File: src/rtl/pio_master_pkg.sv
// Shared types and constants for the PIO bus initiator.
package pio_master_pkg;

  typedef enum logic [2:0] {
    IDLE = 3'd0,
    ADDR = 3'd1,
    DATA = 3'd2,
    WAIT = 3'd3,
    RESP = 3'd4
  } pio_master_state_e;

  localparam int PIO_MAX_NBITS = 64;

  // Read data returned to the host when the addressed block never answered.
  localparam logic [PIO_MAX_NBITS-1:0] PIO_TIMEOUT_RDATA = '1;

endpackage

File: src/rtl/pio_master_timer.sv
// Beat-length down-counter and no-response up-counter, each with a terminal-count flag.
module pio_master_timer #(
  parameter int BEAT_CYCLES    = 2,
  parameter int TIMEOUT_CYCLES = 1024
) (
  input  logic clk,
  input  logic rst,
  input  logic i_beat_load,
  input  logic i_tmo_run,
  output logic o_beat_tc,
  output logic o_tmo_tc
);

  localparam logic [3:0]  BEAT_LOAD = 4'(BEAT_CYCLES - 1);
  localparam logic [15:0] TMO_LAST  = 16'(TIMEOUT_CYCLES - 1);

  logic [3:0]  r_beat_cnt;
  logic [15:0] r_tmo_cnt;

  always_ff @(posedge clk or posedge rst) begin
    if (rst) begin
      r_beat_cnt <= '0;
    end else if (i_beat_load) begin
      r_beat_cnt <= BEAT_LOAD;
    end else if (r_beat_cnt != 4'd0) begin
      r_beat_cnt <= r_beat_cnt - 4'd1;
    end
  end

  // Held at zero outside WAIT so the first WAIT cycle always sees a count of 0.
  always_ff @(posedge clk or posedge rst) begin
    if (rst) begin
      r_tmo_cnt <= '0;
    end else if (i_tmo_run) begin
      r_tmo_cnt <= r_tmo_cnt + 16'd1;
    end else begin
      r_tmo_cnt <= '0;
    end
  end

  assign o_beat_tc = (r_beat_cnt == 4'd0);
  assign o_tmo_tc  = (r_tmo_cnt == TMO_LAST);

endmodule

File: src/rtl/pio_master.sv
// PIO bus initiator: one host request at a time, serialized as address/data beats.
// Optional transaction counters are built when PIO_MASTER_STATS_EN is defined.
module pio_master
  import pio_master_pkg::*;
#(
  parameter int PIO_NBITS      = 32,
  parameter int BEAT_CYCLES    = 2,
  parameter int TIMEOUT_CYCLES = 1024
) (
  input  logic                 clk,
  input  logic                 rst,
  input  logic                 host_req,
  input  logic                 host_rw,
  input  logic [PIO_NBITS-1:0] host_addr,
  input  logic [PIO_NBITS-1:0] host_wdata,
  output logic                 host_ready,
  output logic                 host_resp_valid,
  output logic [PIO_NBITS-1:0] host_rdata,
  output logic                 host_timeout,
  output logic                 pio_start,
  output logic                 pio_rw,
  output logic [PIO_NBITS-1:0] pio_addr_wdata,
  input  logic                 pio_ack,
  input  logic                 pio_rvalid,
  input  logic [PIO_NBITS-1:0] pio_rdata
`ifdef PIO_MASTER_STATS_EN
  ,
  input  logic                 stat_clr,
  output logic [15:0]          stat_wr_cnt,
  output logic [15:0]          stat_rd_cnt,
  output logic [15:0]          stat_timeout_cnt
`endif
);

  pio_master_state_e r_state;
  pio_master_state_e w_state_nxt;

  logic                 r_rw;
  logic [PIO_NBITS-1:0] r_wdata;
  logic                 r_sticky;
  logic [PIO_NBITS-1:0] r_rdata_cap;

  logic                 r_pio_start;
  logic                 r_pio_rw;
  logic [PIO_NBITS-1:0] r_pio_addr_wdata;
  logic                 r_host_resp_valid;
  logic [PIO_NBITS-1:0] r_host_rdata;
  logic                 r_host_timeout;

  logic                 w_beat_load;
  logic                 w_beat_tc;
  logic                 w_tmo_tc;
  logic                 w_resp_hit;
  logic                 w_done;
  logic                 w_tmo;
  logic [PIO_NBITS-1:0] w_rdata_resp;

  pio_master_timer #(
    .BEAT_CYCLES   (BEAT_CYCLES),
    .TIMEOUT_CYCLES(TIMEOUT_CYCLES)
  ) u_timer (
    .clk        (clk),
    .rst        (rst),
    .i_beat_load(w_beat_load),
    .i_tmo_run  (r_state == WAIT),
    .o_beat_tc  (w_beat_tc),
    .o_tmo_tc   (w_tmo_tc)
  );

  // Only the response type matching the transaction counts; ack on a read is ignored.
  assign w_resp_hit = r_rw ? pio_rvalid : pio_ack;

  always_comb begin
    w_state_nxt = r_state;
    w_beat_load = 1'b0;
    w_done      = 1'b0;
    w_tmo       = 1'b0;
    case (r_state)
      IDLE: begin
        if (host_req) begin
          w_state_nxt = ADDR;
          w_beat_load = 1'b1;
        end
      end
      ADDR: begin
        if (w_beat_tc) begin
          if (r_rw) begin
            w_state_nxt = WAIT;
          end else begin
            w_state_nxt = DATA;
            w_beat_load = 1'b1;
          end
        end
      end
      DATA: begin
        if (w_beat_tc) begin
          w_state_nxt = WAIT;
        end
      end
      WAIT: begin
        w_done = r_sticky | w_resp_hit;
        w_tmo  = w_tmo_tc & ~w_done;
        if (w_done || w_tmo) begin
          w_state_nxt = RESP;
        end
      end
      RESP:    w_state_nxt = IDLE;
      default: w_state_nxt = IDLE;
    endcase
  end

  always_comb begin
    w_rdata_resp = '0;
    if (w_tmo) begin
      w_rdata_resp = PIO_TIMEOUT_RDATA[PIO_NBITS-1:0];
    end else if (r_rw) begin
      w_rdata_resp = r_sticky ? r_rdata_cap : pio_rdata;
    end
  end

  always_ff @(posedge clk or posedge rst) begin
    if (rst) begin
      r_state <= IDLE;
    end else begin
      r_state <= w_state_nxt;
    end
  end

  // Early responses seen during the beats are remembered and consumed in WAIT.
  always_ff @(posedge clk or posedge rst) begin
    if (rst) begin
      r_rw        <= 1'b0;
      r_wdata     <= '0;
      r_sticky    <= 1'b0;
      r_rdata_cap <= '0;
    end else if (r_state == IDLE) begin
      if (host_req) begin
        r_rw     <= host_rw;
        r_wdata  <= host_wdata;
        r_sticky <= 1'b0;
      end
    end else if ((r_state == ADDR || r_state == DATA) && w_resp_hit && !r_sticky) begin
      r_sticky    <= 1'b1;
      r_rdata_cap <= pio_rdata;
    end
  end

  always_ff @(posedge clk or posedge rst) begin
    if (rst) begin
      r_pio_start       <= 1'b0;
      r_pio_rw          <= 1'b0;
      r_pio_addr_wdata  <= '0;
      r_host_resp_valid <= 1'b0;
      r_host_rdata      <= '0;
      r_host_timeout    <= 1'b0;
    end else begin
      case (r_state)
        IDLE: begin
          if (host_req) begin
            r_pio_start      <= 1'b1;
            r_pio_rw         <= host_rw;
            r_pio_addr_wdata <= host_addr;
          end
        end
        ADDR: begin
          if (w_beat_tc) begin
            r_pio_start <= 1'b0;
            if (!r_rw) begin
              r_pio_rw         <= 1'b0;
              r_pio_addr_wdata <= r_wdata;
            end
          end
        end
        WAIT: begin
          if (w_done || w_tmo) begin
            r_host_resp_valid <= 1'b1;
            r_host_timeout    <= w_tmo;
            r_host_rdata      <= w_rdata_resp;
            r_pio_rw          <= 1'b0;
          end
        end
        RESP: begin
          r_host_resp_valid <= 1'b0;
          r_host_timeout    <= 1'b0;
        end
        default: ;
      endcase
    end
  end

  assign host_ready      = (r_state == IDLE);
  assign host_resp_valid = r_host_resp_valid;
  assign host_rdata      = r_host_rdata;
  assign host_timeout    = r_host_timeout;
  assign pio_start       = r_pio_start;
  assign pio_rw          = r_pio_rw;
  assign pio_addr_wdata  = r_pio_addr_wdata;

`ifdef PIO_MASTER_STATS_EN
  logic [15:0] r_stat_wr;
  logic [15:0] r_stat_rd;
  logic [15:0] r_stat_tmo;

  // Clear wins over a same-cycle increment; counters saturate.
  always_ff @(posedge clk or posedge rst) begin
    if (rst) begin
      r_stat_wr  <= '0;
      r_stat_rd  <= '0;
      r_stat_tmo <= '0;
    end else if (stat_clr) begin
      r_stat_wr  <= '0;
      r_stat_rd  <= '0;
      r_stat_tmo <= '0;
    end else if (r_state == RESP) begin
      if (r_host_timeout) begin
        if (r_stat_tmo != 16'hFFFF) r_stat_tmo <= r_stat_tmo + 16'd1;
      end else if (r_rw) begin
        if (r_stat_rd != 16'hFFFF) r_stat_rd <= r_stat_rd + 16'd1;
      end else begin
        if (r_stat_wr != 16'hFFFF) r_stat_wr <= r_stat_wr + 16'd1;
      end
    end
  end

  assign stat_wr_cnt      = r_stat_wr;
  assign stat_rd_cnt      = r_stat_rd;
  assign stat_timeout_cnt = r_stat_tmo;
`endif

endmodule
File: config.mk
export PLATFORM = sky130hd
export DESIGN_NAME = pio_master
export DESIGN_NICKNAME = d
export VERILOG_FILES = /design/src/rtl/pio_master_pkg.sv /design/src/rtl/pio_master_timer.sv /design/src/rtl/pio_master.sv
export SDC_FILE = /design/constraint.sdc
export NUM_CORES = 1
export LEC_CHECK = 0
export CORE_AREA = 2 2 116 118
export CTS_CLUSTER_DIAMETER = 60
export DETAILED_ROUTE_END_ITERATION = 7
export DIE_AREA = 0 0 118 120
export DONT_BUFFER_PORTS = 1
export PLACE_DENSITY_LB_ADDON = 0.08
export SLEW_MARGIN = 40
export SYNTH_ARGS = -nofsm -noshare
export SYNTH_HDL_FRONTEND = slang
export SYNTH_SLANG_ARGS = --single-unit
File: constraint.sdc
create_clock -name clk -period 6.27 [get_ports clk]
set_input_delay 0.3135 -clock clk [delete_from_list [all_inputs] [get_ports clk]]
set_output_delay 0.3135 -clock clk [all_outputs]
set_load 0.05 [all_outputs]
Word-level counts from Yosys, hierarchy flattened
Cells that the tools add are included.
{"block": "word_totals", "reg_bits": 157, "input_bits": 102, "out_inout_bits": 69, "wordCells": 91}
{"block": "classes", "addsub": 2, "eq_ne": 11, "n_mux": 38, "n_bitwise": 4, "reduce_logical": 23}
{"operator": "32-bit two-way mux", "n": 6}
{"operator": "32-bit one-hot mux with 2 select lines", "n": 1}
{"operator": "1-bit two-way mux", "n": 18}
{"operator": "16-bit by 1-bit adder with 16-bit output (second input constant)", "n": 1}
{"operator": "16-bit by 10-bit == test with 1-bit output (second input constant)", "n": 1}
{"operator": "16-bit two-way mux", "n": 1}
{"operator": "3-bit two-way mux", "n": 4}
{"operator": "3-bit one-hot mux with 4 select lines", "n": 1}
{"operator": "2-bit AND reduction", "n": 5}
{"operator": "4-bit two-way mux", "n": 2}
{"operator": "2-bit != test (second input constant)", "n": 4}
{"operator": "1-bit one-hot mux with 2 select lines", "n": 4}
{"operator": "4-bit AND reduction", "n": 2}
{"operator": "2-bit nonzero test", "n": 4}
{"operator": "3-bit by 2-bit == test with 1-bit output (second input constant)", "n": 2}
{"operator": "5-bit AND reduction", "n": 1}
{"operator": "4-bit logical NOT", "n": 1}
{"operator": "2-bit by 1-bit != test with 1-bit output (second input constant)", "n": 2}
{"operator": "4-bit nonzero test", "n": 1}
{"operator": "4-bit by 1-bit subtractor with 4-bit output (second input constant)", "n": 1}
{"operator": "3-bit by 1-bit == test with 1-bit output (second input constant)", "n": 1}
{"operator": "3-bit == test (second input constant)", "n": 1}
{"operator": "3-bit logical NOT", "n": 1}
{"operator": "1-bit logical OR", "n": 3}
{"operator": "8 further kinds", "n": 10}

Logic depth before layout (Yosys ltp)
{"block": "depth", "depth_word": 8, "ltp_mapped": 7, "ltp_nobuf": 6}

By module
From an unflattened synthesis, not the netlist that was laid out.
{"block": "hier_totals", "hier_cells": 541, "hier_area_um2": 7269.5}
{"module": "pio_master", "instances": 1, "cells_each": 439, "area_per_inst_um2": 6194.7, "seq_area_each_um2": 3428.3}
{"module": "pio_master_timer", "instances": 1, "cells_each": 102, "area_per_inst_um2": 1074.8, "seq_area_each_um2": 500.5}

Worst setup path before layout
OpenSTA, ideal clock, no wires.
{"block": "synth_timing", "path_kind": "register -> output", "startpoint": "register r_state[0]", "endpoint": "output port host_ready", "arrival_ps": 1635, "required_time_ps": 5957, "path_slack_ps": 4322, "stages_incl_launch_ff": 3, "path_buffers": 1, "cell_sequence": "dfrtp_1 > buf_4 > nor3_1"}
{"block": "synth_via", "elab_chain_len": 1}
{"element": "start, declared", "line_no": "pio_master.sv:35", "source": "pio_master_state_e r_state;"}
{"element": "start signal, assigned", "line_no": "pio_master.sv:125", "source": "r_state <= w_state_nxt;"}
{"element": "3-bit logical NOT", "line_no": "pio_master.sv:191", "source": "assign host_ready = (r_state == IDLE);"}
{"element": "end, declared", "line_no": "pio_master.sv:16", "source": "output logic host_ready,"}
No other way between the ends.

Final worst setup path
{"block": "layout_timing", "startpoint": "register r_state[0]", "endpoint": "register r_pio_addr_wdata[10], in the netlist pio_addr_wdata[10]"}
{"block": "layout_via", "elab_chain_len": 3, "elab_cells_between_ends": 8, "classes_between": "eq/ne: 4; mux: 1; reduce/logical: 3"}
{"element": "3-bit by 1-bit == test with 1-bit output or 3-bit logical NOT (tied branches)", "line_no": "pio_master.sv:157", "source": "case (r_state)"}
{"element": "2-bit != test (no source line) (tied with other cells)"}
{"element": "4-bit AND reduction (no source line)"}
{"element": "end signal, assigned", "line_no": "pio_master.sv:162", "source": "r_pio_addr_wdata <= host_addr;"}
{"element": "end signal, assigned", "line_no": "pio_master.sv:170", "source": "r_pio_addr_wdata <= r_wdata;"}
{"element": "end, declared", "line_no": "pio_master.sv:45", "source": "logic [PIO_NBITS-1:0] r_pio_addr_wdata;"}
Parallel ways exist; a longest one is shown, timed or not.
A chain may end at the register's enable or synchronous reset.

==> metrics.md <==
| Metric | Value |
|---|---|
| Status | `finished clean` |
| Diodes inserted | `0` |
| Clock Latency Late Sink | `0.42 ns` |
| IO buf count | `0` |
| Slowest stage delay, CP | `0.61 ns` |
| GPL Wtd Cong | `0.749` |
| Final setup viols | `0` |
| Post-synthesis async set-or-reset flop share | `1.00` |
| Seq. cell area | `3930 µm²` |
| Crit path time final | `2.48 ns` |
| Count leader, synth | `dfrtp_1` |
| TritonCTS clock tree | `built` |
| CP most frequent cell | `buf_4` |
| Vias in the first global route | `4291` |
| Crit path buf inv count | `2` |
| Clock H-tree levels | `4` |
| Synth Flop Type | `dfrtp_1` |
| Switching part of the total | `0.430` |
| Slew Viols, Final | `0` |
| Power per standard cell area | `637 nW/µm²` |
| Seq/Total Area, Yosys | `0.566` |
| WP data arrival | `2.82 ns` |
| Logic pwr share | `0.261` |
| Remaining DRCs | `0` |
| Routed len/inst | `18.8 µm` |
| Post-synthesis net count | `674` |
| TritonCTS Sinks | `157` |
| Drt pass-1 iters | `6` |
| Number of enable flip-flop cells after synthesis | `0` |
| Starting Density | `0.535` |
| Area taken by multi-input logic gates | `2820 µm²` |
| Crit Reg-Reg Startpoint | `r_state[0]$_DFFE_PP0P_` |
| Hold path start | `pio_rdata[31]` |
| Synth area leader | `dfrtp_1` |
| Layout area overhead | `10.2%` |
| Via/cell ratio | `5.63` |
| Synth area leaders | `dfrtp_1 (57%), mux2_2 (9.9%), mux2i_1 (9.4%), nor2_1 (4.4%), o22a_1 (4.0%)` |
| Clock-pin slew on the worst setup and hold paths | `0.06 ns` |
| CP cell instances | `nor3b_2, buf_4, a31o_2, buf_4, nor2_1, a21oi_1` |
| Synth Warn # | `0` |
| Netlist Area Pre-Place | `6940 µm²` |
| Global-route wire length before repair | `22.7 mm` |
| GRT overflow | `0` |
| Delay-heaviest family, CP | `buffers and inverters` |
| Sw power | `0.00210 W` |
| CP max FO | `67` |
| Final Hold Fails | `0` |
| Iteration-0 DRC Markers | `260` |
| Req. time, crit path | `6.61 ns` |
| CP startpoint kind | `flop` |
| Worst-Margin Slew | `0.829 ns` |
| TNS Setup | `0 ns` |
| CTS max path bufs | `2` |
| Cells after Synth | `569` |
| Critical path's slowest cell | `dfrtp_1` |
| Number of cell rows | `42` |
| Final ANT Viol Nets | `0` |
| Tcrit/Tclk final | `0.396` |
| Crit. Startpoint | `r_state[0]$_DFFE_PP0P_` |
| Layout Nets | `665` |
| Syn avg cell area | `12.2 µm²` |
| Layout cell share with drive strength beyond 1 | `0.189` |
| Total Wirelength | `14.1 mm` |
| Num CTS Buffers | `17` |
| Netlist cell types | `45` |
| Root buffer cell | `clkbuf_16` |
| Cell-internal power | `0.00278 W` |
| Unrepaired setup endpoints after global routing | `no` |
| Max-Cap Viols | `0` |
| Die W | `118 µm` |
| Core ar. | `13000 µm²` |
| Slew margin rel. | `0.444` |
| Clk pwr share | `0.210` |
| Worst hold path type | `in2reg` |
| Seq pwr share | `0.529` |
| Largest net degree at the start of global routing | `89` |
| Post-DP HPWL | `9.27 mm` |
| Most frequent cells after synthesis | `dfrtp_1 (157), nor2_1 (81), mux2i_1 (65)` |
| Clock Skew | `0.00915 ns` |
| Final Util | `0.589` |
| Peak VDD IR | `0.285 mV` |
| Die H | `120 µm` |
| Setup CP Type | `reg2reg` |
| DR vias | `4213` |
| Register bit total from synthesis | `157` |
| Die area | `14200 µm²` |
| Max Freq | `403 MHz` |
| Top-Level Pins | `171` |
| Yosys top cell area share | `0.566` |
| Leak Pwr | `3.30 nW` |
| Initial antenna violation count | `0` |
| Fillers | `1089` |
| Total track usage | `0.207` |
| Worst setup EP type | `flop` |
[what timing repair did]
| action | CTS | global route |
|---|---|---|
| gates resized for setup | 0 | 0 |
| hold endpoints to repair | 87 | 0 |
| buffers inserted | 0 | 0 |
| hold buffers | 1 | 0 |
[power groups by stage]
stage	clock network, W	logic (W)	registers, W
2_1_floorplan	0	0.00120	0.00243
3_3_place_gp	0	0.00124	0.00258
3_5_place_dp	0	0.00129	0.00260
4_1_cts	0.00105	0.00129	0.00258
5_1_grt	0.00110	0.00142	0.00264
6_report	0.00102	0.00127	0.00258
[state kept, by name (all words and copies together), names as in the netlist]
| register | flops |
|---|---|
| host_rdata | 32 |
| host_resp_valid | 1 |
| host_timeout | 1 |
| pio_addr_wdata | 32 |
| pio_rw | 1 |
| pio_start | 1 |
| r_rdata_cap | 32 |
| r_rw | 1 |
| r_state | 3 |
| r_sticky | 1 |
| r_wdata | 32 |
| u_timer.r_beat_cnt | 4 |
| u_timer.r_tmo_cnt | 16 |
[final cells by class]
class / instances / share of cell area
clock inverter: 7 / 0.0147
sequential: 157 / 0.514
clock buffer: 24 / 0.0617
tap: 176 / 0.0288
timing repair buffer: 7 / 0.00867
multi-input combinational: 371 / 0.368
inverter: 6 / 0.00409
[path summary, 6_finish.rpt]
kind / cells after the start / to / slack, ns
worst max-delay path: 6 / pio_addr_wdata[10]$_DFFE_PP0P_ / 3.79
worst min-delay path: 1 / r_rdata_cap[31]$_DFFE_PP0P_ / 0.03
worst max register to register: 6 / pio_addr_wdata[10]$_DFFE_PP0P_ / 3.79
worst min register to register: 1 / u_timer.r_tmo_cnt[0]$_DFF_PP0_ / 0.49
max in group asynchronous: 3 / r_sticky$_DFFE_PP0P_ / 4.69
min in group asynchronous: 2 / r_wdata[26]$_DFFE_PP0P_ / 0.51
[metal layers]
| layer | wire length (µm) | global-route usage | share of wire |
|---|---|---|---|
| met3 | 1030 | 0.0884 | 0.073 |
| met5 | 0 | 0 | 0 |
| met2 | 6810 | 0.324 | 0.48 |
| met4 | 118 | 0.0670 | 0.0084 |
| met1 | 6100 | 0.260 | 0.43 |
[layout by cell type (no fill, tap or decap), types with 6 or more instances in the layout]
cell type	instances
mux2i_1	65
clkbuf_16	17
xor2_1	6
xnor2_1	7
dfrtp_1	156
nand3_1	10
nand2_1	12
o22a_1	32
a21oi_1	41
mux2_2	61
nor2_1	81
[through the flow]
stage | worst slack [ns] | std cells | power, W | instance area [µm²] | hold slack [ns]
6_report | 3.79 | 748 | 0.00488 | 7650 | 0.0289
2_1_floorplan | 1.72 | 569 | 0.00363 | 6940 | 0.430
3_3_place_gp | 3.59 | 715 | 0.00382 | 7020 | 0.373
5_1_grt | 3.56 | 748 | 0.00515 | 7650 | 0.0158
3_5_place_dp | 3.78 | 716 | 0.00389 | 7050 | 0.382
4_1_cts | 3.75 | 748 | 0.00492 | 7650 | 0.0112
[logic make-up after synthesis]
family,after synthesis,share of synthesized area
flops,157,0.566
xor+xnor,13,0.0164
mux,130,0.199
compound gates,89,0.0869
fa+ha+maj,3,0.00541
buf+inv,41,0.0328
simple gates,136,0.0932
Note: power is estimated with default switching activity, not from simulation.
